$ cat src/rtl/packet_buffer_arbiter_pkg.sv
// Shared constants for the packet buffer arbiter.
// Port count, datapath widths and arbiter state encodings.
package packet_buffer_arbiter_pkg;

  localparam int NUM_PORTS = 4;
  localparam int DATA_W    = 64;
  localparam int ROUTE_W   = 24;
  localparam int GRANT_W   = 2;

  localparam logic [1:0] ARB_IDLE    = 2'b00;
  localparam logic [1:0] ARB_GRANT   = 2'b01;
  localparam logic [1:0] ARB_RELEASE = 2'b10;

  typedef logic [GRANT_W-1:0] grant_t;

endpackage

$ cat src/rtl/packet_buffer_arbiter_picker.sv
// Round-robin priority picker: searches upward from last_grant+1.
// Purely combinational; valid is low when no port requests.
module rr_priority_picker
  import packet_buffer_arbiter_pkg::*;
(
  input  logic [NUM_PORTS-1:0] req,
  input  grant_t               last_grant,
  output grant_t               winner,
  output logic                 valid
);

  // Walk from farthest to nearest so the nearest requester wins last.
  always_comb begin
    grant_t idx;
    idx    = last_grant;
    winner = last_grant;
    valid  = 1'b0;
    for (int i = NUM_PORTS; i >= 1; i--) begin
      idx = last_grant + GRANT_W'(i);
      if (req[idx]) begin
        winner = idx;
        valid  = 1'b1;
      end
    end
  end

endmodule

$ cat src/rtl/packet_buffer_arbiter.sv
// Packet buffer arbiter: round-robin grant of one requester at a time,
// forwarding its word stream and counting completed packets.
module packet_buffer_arbiter #(
  parameter int NUM_PORTS = 4,
  parameter int DATA_W    = 64,
  parameter int ROUTE_W   = 24
) (
  input  logic                         clk,
  input  logic                         reset,
  input  logic [NUM_PORTS-1:0]         in_req,
  output logic [NUM_PORTS-1:0]         in_ack,
  input  logic [NUM_PORTS*DATA_W-1:0]  in_data,
  input  logic [NUM_PORTS*ROUTE_W-1:0] in_pkt_route,
  input  logic [NUM_PORTS-1:0]         in_wr,
  input  logic [NUM_PORTS-1:0]         in_bop,
  input  logic [NUM_PORTS-1:0]         in_eop,
  output logic [NUM_PORTS-1:0]         in_rdy,
  output logic [DATA_W-1:0]            out_data,
  output logic [ROUTE_W-1:0]           out_pkt_route,
  output logic                         out_wr,
  output logic                         out_bop,
  output logic                         out_eop,
  input  logic                         out_rdy,
  output logic [1:0]                   out_grant,
  output logic                         out_busy,
  output logic [15:0]                  pkt_count
);

  import packet_buffer_arbiter_pkg::ARB_IDLE;
  import packet_buffer_arbiter_pkg::ARB_GRANT;
  import packet_buffer_arbiter_pkg::ARB_RELEASE;
  import packet_buffer_arbiter_pkg::grant_t;

  logic [1:0] state;
  grant_t     last_grant;
  grant_t     winner;
  logic       win_valid;
  logic       granted;

  rr_priority_picker u_picker (
    .req        (in_req),
    .last_grant (last_grant),
    .winner     (winner),
    .valid      (win_valid)
  );

  always_ff @(posedge clk or posedge reset) begin
    if (reset) begin
      state      <= ARB_IDLE;
      last_grant <= 2'd3;
      out_grant  <= 2'd0;
    end else begin
      case (state)
        ARB_IDLE: begin
          if (win_valid) begin
            state      <= ARB_GRANT;
            out_grant  <= winner;
            last_grant <= winner;
          end
        end
        ARB_GRANT: begin
          if (!in_req[out_grant]) state <= ARB_RELEASE;
        end
        ARB_RELEASE: state <= ARB_IDLE;
        default:     state <= ARB_IDLE;
      endcase
    end
  end

  assign granted  = (state == ARB_GRANT);
  assign out_busy = granted;

  // Ack and datapath decode from state so reset drops them at once.
  always_comb begin
    in_ack        = '0;
    in_rdy        = '0;
    out_data      = '0;
    out_pkt_route = '0;
    out_wr        = 1'b0;
    out_bop       = 1'b0;
    out_eop       = 1'b0;
    for (int i = 0; i < NUM_PORTS; i++) begin
      if (granted && out_grant == 2'(i)) begin
        in_ack[i]     = 1'b1;
        in_rdy[i]     = out_rdy;
        out_data      = in_data[i*DATA_W +: DATA_W];
        out_pkt_route = in_pkt_route[i*ROUTE_W +: ROUTE_W];
        out_wr        = in_wr[i];
        out_bop       = in_bop[i];
        out_eop       = in_eop[i];
      end
    end
  end

  always_ff @(posedge clk or posedge reset) begin
    if (reset) begin
      pkt_count <= 16'd0;
    end else if (out_wr && out_eop) begin
      pkt_count <= pkt_count + 16'd1;
    end
  end

endmodule

$ cat config.mk
export PLATFORM = sky130hd
export DESIGN_NAME = packet_buffer_arbiter
export DESIGN_NICKNAME = d
export VERILOG_FILES = /design/src/rtl/packet_buffer_arbiter_pkg.sv /design/src/rtl/packet_buffer_arbiter_picker.sv /design/src/rtl/packet_buffer_arbiter.sv
export SDC_FILE = /design/constraint.sdc
export NUM_CORES = 1
export LEC_CHECK = 0
export ABC_AREA = 1
export CAP_MARGIN = 30
export CORE_AREA = 5 5 189 191
export DETAILED_ROUTE_END_ITERATION = 10
export DIE_AREA = 0 0 194 196
export PLACE_DENSITY = 0.52
export SLEW_MARGIN = 30
export SYNTH_ARGS = -nofsm -noshare
export SYNTH_HDL_FRONTEND = slang
export SYNTH_SLANG_ARGS = --single-unit
$ cat constraint.sdc
create_clock -name clk -period 1.5 [get_ports clk]
set_input_delay 0.15 -clock clk [delete_from_list [all_inputs] [get_ports clk]]
set_output_delay 0.15 -clock clk [all_outputs]
set_load 0.01 [all_outputs]
==> results.md, run 1 <==
- Share of cells above drive strength 1: 24.6%
- Synth cell types: 27
- Core area: 33900 um2
- Sequential share of the synthesized area: 15.5%
- Most common cell after layout, fill and taps aside: nand2_1
- Total CTS buffers: 3
- Hold Fails Final Rpt: 0
- Fin. max-slew vios: 0
- CP Launch Type: register
- Maximum number of pins on one net before global-route repair: 36
- CP startpoint: out_grant[1]
- Synth Instances: 717
- Crit path max fanout: 11
- Final Cell Area: 10700 um2
- Final Setup Violations: 116
- Total GRT Usage: 17.3%
- Number of synthesized flops with an enable pin: 0
- MaxCap Viol Count: 0
- Total routed wirelength: 36600 um
- I/O Pins: 489
- PnR worst setup slack: -564 ps
- Vias in the first global route: 7175
- Slowest CP cell: dfrtp_2
- Peak supply drop: 1.13 mV
- Power Dens Cells: 1440 nW/um2
- N_diodes: 0
- Outcome: finished, violations left
- Initial DRC count: 349
- GRT Residual Overflow: 0
- CP Cell Sequence: inv_2 -> nor2_2 -> nand2_4 -> clkinv_4 -> buf_12 -> buf_12 -> nand2_1 -> nand4_1 -> buf_12
- CTS tree: built
- Worst-path clk slew: 60 ps
- Synth warn: 0
- HPWL Detailed: 26800 um
- Die width: 194 um
- Worst-margin pin slew: 361 ps
- DP Area: 9530 um2
- Reg2Reg Depth: 12
- Initial antenna violation count: 1
- Nets: 1655
- Gpl congestion: 0.935
- Layout Skew: 5.58 ps
- Max stage delay on crit path: 460 ps
- Area of the multi-input gates: 3070 um2
- Vias per inst: 4.14
- Reg2reg end: pkt_count[0]
- Initial DRT Pass Iterations: 6
- Die area: 38000 um2
- Reg area: 566 um2
- RSZ-0062 raised after global routing: true
- Worst Hold Class: in2async
- Hold slack: 246 ps
- Main synth FF type: dfrtp_1
- Reg2reg setup slack: -500 ps
- Max-slew headroom: 75.9%
- Most Frequent Cell on Critical Path: buf_12
- Row count: 68
- Crit path time final: 2060 ps
- # clock sinks: 22
- Mapped cell area: 3560 um2
- DRC viols: 0
- Crit path DAT: 1910 ps
- Setup crit end kind: output pin
- Critical Path End: out_pkt_route[20]
- Period utilization: 138%
- H-tree levels: 1
- Critical path type: reg2out
- Syn nets: 1089
- Starting Density: 10.5%
- Worst-Skew Late Latency: 260 ps
- Failing checks: setup timing
- Worst flop-to-flop path startpoint: state[1]
- Filler cell count: 3683
- Wire per inst: 21.0 um
- Async SR Flop Fraction: 100%
- I/O Buffers: 488
- Leak pwr: 0.00448 uW
- Syn-to-layout area delta: 200%
- F_max: 484 MHz
- Antenna viol nets, final: 0
- CTS max path bufs: 2
- Chip Height: 196 um
- Synthesized flop and latch total: 22
- Clk root buf: clkbuf_16
- CP required: 1350 ps
- First-pass GRT wire length: 49800 um
- Average cell area after synthesis: 4.97 um2
- Commonest cells after routing, fill and taps aside: nand2_1 (402), clkdlybuf4s50_1 (386), nand4_1 (90)
- Via Count: 7188
==> worst max-delay path: cells and delay by family (launching register included) <==
family,cells,cell delay [ps]
buf+inv,5,710
flops,1,460
simple gates,4,480
==> how the worst min path moves through the flow <==
stage / start / to / slack (ps) / cells after the start
CTS: reset / state[0] / 260 / 3
global placement: last_grant[1] / last_grant[1] / 490 / 2
global route: reset / state[0] / 290 / 3
floorplan: reset / out_grant[1] / 140 / 1
detailed placement: last_grant[1] / last_grant[1] / 490 / 2
finish: reset / state[0] / 250 / 3
==> per-stage QoR <==
step | TNS, ps | util (%) | total power (uW) | setup slack, ps | instances
2_1_floorplan | -451 | - | 5090 | -25.6 | 717
3_3_place_gp | -59350 | 28.1 | 12400 | -689 | 1673
3_5_place_dp | -60950 | 28.1 | 12300 | -685 | 1673
4_1_cts | -53240 | 30.6 | 14800 | -596 | 1725
5_1_grt | -58770 | 31.5 | 16300 | -613 | 1737
6_report | -47960 | 31.5 | 15300 | -564 | 1737
==> cell families (layout without fill, tap and decap cells) <==
kind of cell             Yosys count  count (layout)  share of synthesized area [%]
adder cells (fa/ha/maj)            1               1                          0.351
buffers and inverters             66             630                           7.55
flip-flops                        22              22                           15.5
AND/OR/NAND/NOR                  609             610                           72.6
XOR/XNOR                          11              11                           2.70
AO/OA/AOI/OAI                      8               8                           1.26
==> timing repair <==
action / CTS / global route
hold endpoints to repair: 0 / 0
resized for setup: 429 / 99
setup buffers: 34 / 9
hold buffers: 0 / 0
pin swaps: 15 / 23
setup endpoints to repair: 119 / 128
cloned: 14 / 6
==> sequential cells by signal (all words and copies together) (netlist names) <==
| signal | cells |
|---|---|
| pkt_count | 16 |
| last_grant | 2 |
| state | 2 |
| out_grant | 2 |
==> layout make-up <==
cell class | count | area share (%)
clock buffers | 3 | 0.703
clock inverters | 1 | 0.281
inverters | 24 | 1.03
multi-input cells | 630 | 28.7
flip-flops and latches | 22 | 5.29
well taps | 455 | 5.33
repair buffers | 602 | 58.6
==> Yosys cell counts (2+ instances only) <==
library cell    n  area [um2]
dfstp_2         2        52.6
inv_1          20        75.1
dfrtp_1        20         500
inv_2           4        15.0
nand4_1        90         563
xnor2_1         8        70.1
clkbuf_1       33         124
buf_2           5        25.0
nand2_2         2        12.5
o21ai_0         6        30.0
nand2_1       456        1710
xor2_1          3        26.3
buf_4           2        15.0
nor2_1         23        86.3
nand3_1        31         155
==> layer usage <==
metal	share of wire (%)	up-vias	global-route usage [%]	wire, um
met3	8.1	22	4.98	2950
li1	-	3474	-	-
met2	51	336	31.4	18500
met1	40	3354	21.0	14700
met4	1.2	2	1.51	422
met5	0.036	-	0	13
==> power breakdown <==
| group | switching, uW | internal (uW) | total (uW) |
|---|---|---|---|
| clock | 226 | 530 | 756 |
| sequential | 199 | 745 | 944 |
| combinational | 6830 | 6800 | 13600 |
| total | 7260 | 8080 | 15300 |
(Power assumes the default switching activity.)
==> run 2: changes to the inputs <==
--- a/config.mk
+++ b/config.mk
@@ -8,8 +8,10 @@
 export ABC_AREA = 1
 export CAP_MARGIN = 30
 export CORE_AREA = 5 5 189 191
+export CTS_BUF_LIST = sky130_fd_sc_hd__clkbuf_4 sky130_fd_sc_hd__clkbuf_8
 export DETAILED_ROUTE_END_ITERATION = 10
 export DIE_AREA = 0 0 194 196
+export GPL_TIMING_DRIVEN = 0
 export PLACE_DENSITY = 0.52
 export SLEW_MARGIN = 30
 export SYNTH_ARGS = -nofsm -noshare
==> run 2 against run 1 <==
  * The flow still finishes with violations (setup timing)
  * First-iteration DRC count shrank 5.2%
  * Total power shrank 0.86%
  * Non-clock buffer count shrank 5
  * Utilization grew 0.68 points
  * Maximum frequency grew 2.7%
  * Clock power shrank 26%
==> results.md, run 2 (same netlist as run 1, synthesis figures left out) <==
- Reg area: 566 um2 (unchanged)
- HPWL Detailed: 28200 um (+5.0%)
- Maximum number of pins on one net before global-route repair: 23 (-36%)
- Fin. max-slew vios: 0 (unchanged)
- Initial antenna violation count: 0 (-1)
- Row count: 68 (unchanged)
- Initial DRT Pass Iterations: 4 (-2)
- CTS tree: built
- MaxCap Viol Count: 0 (unchanged)
- Nets: 1651 (-0.24%)
- N_diodes: 0 (unchanged)
- Leak pwr: 0.00473 uW (+5.5%)
- Max-slew headroom: 67.8% (-8.1 points)
- PnR worst setup slack: -510 ps (+54.1 ps)
- CP Cell Sequence: inv_2 -> nand2_4 -> nor3_4 -> buf_6 -> buf_12 -> buf_6 -> nand2_1 -> nand4_1 -> buf_6
- Setup crit end kind: output pin
- Placed cells: 1660 (-0.78%)
- Total routed wirelength: 36400 um (-0.37%)
- Hold Fails Final Rpt: 0 (unchanged)
- I/O Pins: 489 (unchanged)
- Power Dens Cells: 1390 nW/um2 (-3.0%)
- Max stage delay on crit path: 440 ps (-20 ps)
- CTS Hold Bufs: 0 (unchanged)
- Layout Skew: 4.31 ps (-1.27 ps)
- Worst-Skew Late Latency: 260 ps (about the same)
- Die area: 38000 um2 (unchanged)
- First-pass GRT wire length: 50400 um (+1.2%)
- Worst-path clk slew: 90 ps (+30 ps)
- Wire per inst: 21.0 um (-0.14%)
- Crit path time final: 2010 ps (-54.1 ps)
- Via Count: 7153 (-0.49%)
- Worst flop-to-flop path startpoint: out_grant[1]
- Worst Hold Class: in2async
- F_max: 497 MHz (+2.7%)
- GRT Residual Overflow: 0 (unchanged)
- Slowest CP cell: dfrtp_1
- Finished Core Util: 32.1% (+0.68 points)
- Syn-to-layout area delta: 206%
- Worst-margin pin slew: 479 ps (+119 ps)
- Crit path max fanout: 10 (-1)
- Vias in the first global route: 7368 (+2.7%)
- Peak supply drop: 0.579 mV (-49%)
- Initial DRC count: 331 (-5.2%)
- Clk root buf: clkbuf_8
- Total GRT Usage: 17.2% (-0.028 points)
- Largest reg by FF count: pkt_count
- GRT met3 Usage: 5.01% (+0.034 points)
- Chip Height: 196 um (unchanged)
- CP Launch Type: register
- I/O Buffers: 488 (unchanged)
- Max reg flops: 16 (unchanged)
- CTS max path bufs: 2 (unchanged)
- Vias per inst: 4.13 (-0.26%)
- DRC viols: 0 (unchanged)
- H-tree levels: 1 (unchanged)
- Total CTS buffers: 3 (unchanged)
- Crit path DAT: 1860 ps (-50 ps)
- CP startpoint: state[1]
- Filler cell count: 3625 (-1.6%)
- Most Frequent Cell on Critical Path: buf_6
- Final Setup Violations: 113 (-2.6%)
- Starting Density: 10.5% (unchanged)
- Area of the multi-input gates: 3320 um2 (+8.4%)
- GR peak layer: met2
- Met1 Usage GRT: 22.3% (+1.3 points)
- Antenna viol nets, final: 0 (unchanged)
- Share of cells above drive strength 1: 28.4% (+3.8 points)
- # clock sinks: 22 (unchanged)
- Placement Setup Slack: -1500 ps (-819 ps)
- Period utilization: 134% (-3.6 points)
- Failing checks: setup timing
- Cell Count, Final, Fillers Out: 1733 (-0.23%)
- Core area: 33900 um2 (unchanged)
- Critical path type: reg2out
- M2 GR Usage: 29.7% (-1.7 points)
- Gpl congestion: 0.949 (+1.6%)
- Most common cell after layout, fill and taps aside: clkdlybuf4s50_1
- CP required: 1350 ps (about the same)
- RSZ-0062 raised after global routing: true
- Die width: 194 um (unchanged)
- Commonest cells after routing, fill and taps aside: clkdlybuf4s50_1 (384), nand2_1 (357), nand4_1 (90)
- Outcome: finished, violations left
-- run 2: cell types whose count changed in the layout (fill, tap and decap cells not counted), moves of 7 or more --
| cell | delta |
|---|---|
| nand2_1 | -45 |
| nand2_4 | +26 |
| buf_4 | -23 |
| clkbuf_16 | +19 |
| nand2_2 | +19 |
| clkdlybuf4s15_2 | -14 |
| buf_12 | -13 |
| buf_8 | +12 |
| buf_6 | +11 |
| buf_16 | -10 |
| clkbuf_8 | +8 |
| buf_2 | +7 |
| nand3_1 | -7 |
| nand3_2 | +7 |
-- run 2: final timing paths --
| check | end | slack [ps] | cells after the start |
|---|---|---|---|
| max in group asynchronous | pkt_count[5] | 930 | 3 |
| max | out_pkt_route[19] | -510 | 9 |
| max reg2reg | pkt_count[13] | -370 | 12 |
| min | out_grant[1] | 150 | 2 |
| min in group clk | last_grant[1] | 500 | 2 |
| min reg2reg | last_grant[1] | 500 | 2 |
-- run 2: stage by stage --
step | power, uW | cell area [um2] | hold slack, ps | TNS (ps)
2_1_floorplan | 5090 | 3640 | 138 | -451
3_3_place_gp | 11400 | 9090 | 492 | -132430
3_5_place_dp | 11400 | 9090 | 493 | -133900
4_1_cts | 14700 | 10400 | 418 | -46270
5_1_grt | 16200 | 10900 | 191 | -55730
6_report | 15200 | 10900 | 154 | -45530
-- run 2: layer usage --
| metal | up-vias | routed length [um] |
|---|---|---|
| met1 | 3362 | 15500 |
| li1 | 3459 | - |
| met2 | 310 | 17800 |
| met4 | 0 | 373 |
| met3 | 22 | 2730 |
| met5 | - | 0 |
-- run 2: final cells by class --
cell class                 instances  area share (%)
multi-input combinational        629            30.5
inverter                          24            1.03
sequential                        22            5.18
buffer                            39            6.64
clock buffer                       3           0.378
tap                              455            5.22
clock inverter                     1           0.275
timing repair buffer             558            50.6
timing repair inverter             2           0.252
-- run 2: timing repair --
| action | CTS | global route |
|---|---|---|
| cloned | 12 | 8 |
| setup endpoints to repair | 123 | 126 |
| buffers inserted | 45 | 13 |
| gates resized for setup | 694 | 131 |
| pin swaps | 42 | 47 |
-- run 2: report_power, final --
part	internal, uW	leakage (uW)	total (uW)	switching (uW)
Clock	357	0.0000357	563	207
Combinational	6710	0.00442	13700	7000
Sequential	742	0.000275	927	186
Total	7810	0.00473	15200	7390
-- run 2: critical path: cells and delay by family (launching register included) --
kind,cells,cell delay [ps]
simple gates,4,470
flops,1,440
buf+inv,5,660
==> run 3: changes to the inputs <==
--- a/config.mk
+++ b/config.mk
@@ -7,12 +7,12 @@
 export LEC_CHECK = 0
 export ABC_AREA = 1
 export CAP_MARGIN = 30
-export CORE_AREA = 5 5 189 191
+export CORE_AREA = 10 10 184 186
 export CTS_BUF_LIST = sky130_fd_sc_hd__clkbuf_4 sky130_fd_sc_hd__clkbuf_8
 export DETAILED_ROUTE_END_ITERATION = 10
 export DIE_AREA = 0 0 194 196
 export GPL_TIMING_DRIVEN = 0
-export PLACE_DENSITY = 0.52
+export PLACE_DENSITY = 0.56
 export SLEW_MARGIN = 30
 export SYNTH_ARGS = -nofsm -noshare
 export SYNTH_HDL_FRONTEND = slang
==> run 3 against run 2 <==
  * The flow still finishes with violations (setup timing)
  * Final cell count decreased by 3.8%
  * Die area unchanged
  * Worst setup slack got worse by 83 ps
  * Sequential share of layout area increased by 0.20 points
  * Combinational power decreased by 5%
  * Largest cell class unchanged
==> results.md, run 3 (same netlist as run 1, synthesis figures left out) <==
- Period utilization: 140% (+5.5 points)
- I/O Pins: 489 (unchanged)
- Worst-path clk slew: 80 ps (about the same)
- H-tree levels: 1 (unchanged)
- Row count: 64 (-5.9%)
- Crit path max fanout: 6 (-4)
- GRT Residual Overflow: 0 (unchanged)
- Outcome: finished, violations left
- Initial antenna violation count: 2 (+2)
- Crit path time final: 2090 ps (+82.5 ps)
- Worst flop-to-flop path startpoint: out_grant[1]
- Critical path type: reg2out
- Delay-heaviest family, CP: buffers and inverters
- Max reg flops: 16 (unchanged)
- Peak supply drop: 0.753 mV (+30%)
- Antenna viol nets, final: 0 (unchanged)
- Wire per inst: 22.6 um (+7.7%)
- Commonest cells after routing, fill and taps aside: clkdlybuf4s50_1 (385), nand2_1 (373), nand4_1 (90)
- Hold Fails Final Rpt: 0 (unchanged)
- CP required: 1350 ps (about the same)
- Syn-to-layout area delta: 195%
- Reg2reg setup slack: -420 ps (-50 ps)
- Failing checks: setup timing
- Max stage delay on crit path: 480 ps (+40 ps)
- Initial DRT Pass Iterations: 4 (unchanged)
- DP Area: 9020 um2 (-0.81%)
- Chip Height: 196 um (unchanged)
- CTS Hold Bufs: 0 (unchanged)
- Worst-Skew Late Latency: 260 ps (about the same)
- Gpl congestion: 0.905 (-4.7%)
- CP Cell Sequence: inv_2 -> nor3_4 -> buf_6 -> buf_8 -> clkbuf_16 -> nand2_4 -> nand4_1 -> buf_2
- PnR worst setup slack: -593 ps (-82.5 ps)
- Power Dens Cells: 1370 nW/um2 (-1.4%)
- Clk root buf: clkbuf_8
- MaxCap Viol Count: 0 (unchanged)
- Final Setup Violations: 114 (+0.88%)
- Fin. max-slew vios: 0 (unchanged)
- Setup TNS: -47880 ps (-2350 ps)
- GR peak layer: met2
- Layout Skew: 7.01 ps (+2.70 ps)
- Most common cell after layout, fill and taps aside: clkdlybuf4s50_1
- First-pass GRT wire length: 52500 um (+4.1%)
- Total CTS buffers: 3 (unchanged)
- Starting Density: 11.8% (+1.3 points)
- Worst-margin pin slew: 779 ps (+299 ps)
- RSZ-0062 raised after global routing: true
- CTS tree: built
- Maximum number of pins on one net before global-route repair: 23 (unchanged)
- Slowest CP cell: dfrtp_2
- Share of cells above drive strength 1: 26.0% (-2.4 points)
- Via Count: 7079 (-1.0%)
- CTS max path bufs: 2 (unchanged)
- Reg2Reg Depth: 13 (+1)
- Crit path DAT: 1940 ps (+80 ps)
- Initial DRC count: 398 (+20%)
- DRC viols: 0 (unchanged)
- M2 GR Usage: 30.8% (+1.1 points)
- Worst Hold Class: in2async
- Die width: 194 um (unchanged)
- Vias per inst: 4.24 (+2.8%)
- GRT met3 Usage: 6.07% (+1.1 points)
- Nets: 1644 (-0.42%)
- Worst path bufs/invs: 5 (unchanged)
- Final Cell Area: 10500 um2 (-3.6%)
- # clock sinks: 22 (unchanged)
- F_max: 478 MHz (-3.9%)
- Die area: 38000 um2 (unchanged)
- HPWL Detailed: 30000 um (+6.5%)
- CP Launch Type: register
- Met1 Usage GRT: 22.4% (+0.10 points)
- Vias in the first global route: 7242 (-1.7%)
- Max-slew headroom: 47.8% (-20 points)
- Setup crit end kind: output pin
- Total GRT Usage: 18.3% (+1.0 points)
- Total routed wirelength: 37800 um (+3.7%)
- I/O Buffers: 488 (unchanged)
- Leak pwr: 0.00455 uW (-3.8%)
- Core area: 30300 um2 (-11%)
- Largest reg by FF count: pkt_count
- Reg2reg end: pkt_count[6]
## run 3: cell types whose count changed in the layout (fill, tap and decap cells not counted), sizes merged
cell	change
clkinv	+1
inv	-1
clkdlybuf4s50	+1
clkbuf	+1
dlymetal6s2s	+1
diode	+1
buf	-10
## run 3: power by group
part           total, uW  switching [uW]  leakage [uW]  internal, uW
Combinational      13000            6750       0.00424          6230
Sequential           916             174      0.000275           742
Clock                551             194     0.0000357           356
Total              14400            7120       0.00455          7320
## run 3: worst register-to-register path: stages, from the launching register on
cell,delay (ps)
dfrtp_1,370
buf_6,150
inv_4,40
nor2_4,110
nand2_4,130
buf_6,150
or2_1,210
nand2_2,100
nand2_4,70
buf_8,130
buf_6,110
buf_8,130
nand3_2,70
nand2_1,50
## run 3: cell type report
cell class                      count  area (um2)
Antenna cell                        1        2.50
Clock inverter                      1        30.0
Fill cell                        3210       19800
Inverter                           24         113
Buffer                             41         693
Tap cell                          396         495
Clock buffer                        3        41.3
Multi-Input combinational cell    629        3170
Timing Repair Buffer              549        5380
Sequential cell                    22         566
Timing Repair inverter              2        27.5
## run 3: metrics by stage
| step | util (%) | setup WS, ps | total power (uW) | instances | hold WS (ps) |
|---|---|---|---|---|---|
| after floorplan | - | -25.6 | 5090 | 717 | 138 |
| after global placement | 29.8 | -1490 | 11500 | 1601 | 493 |
| after detailed placement | 29.8 | -1560 | 11500 | 1601 | 512 |
| after CTS | 34.1 | -579 | 14400 | 1660 | 401 |
| after global routing | 34.7 | -654 | 15500 | 1668 | 326 |
| final | 34.7 | -593 | 14400 | 1668 | 254 |
## run 3: worst max path at each step
stage / start / to / slack (ps) / cells past startpoint
finish: out_grant[0] / out_data[42] / -590 / 8
global route: out_grant[0] / out_pkt_route[22] / -650 / 8
CTS: state[1] / out_pkt_route[1] / -580 / 8
detailed placement: state[1] / out_data[57] / -1560 / 7
global placement: state[1] / out_data[57] / -1490 / 7
floorplan: out_grant[1] / pkt_count[2] / -30 / 8
## run 3: what timing repair did
action                                  4_1_cts  5_1_grt
buffers inserted                             38       12
endpoints found under the setup margin      123      129
pin swaps                                    53       30
hold endpoints to repair                      0        0
gates resized for setup                     716       60
gates cloned                                 17        0
## run 3: layer usage
metal,up-vias,wire [um]
met5,-,13
met4,2,520
met3,24,3180
met2,328,18300
met1,3287,15700
li1,3438,-
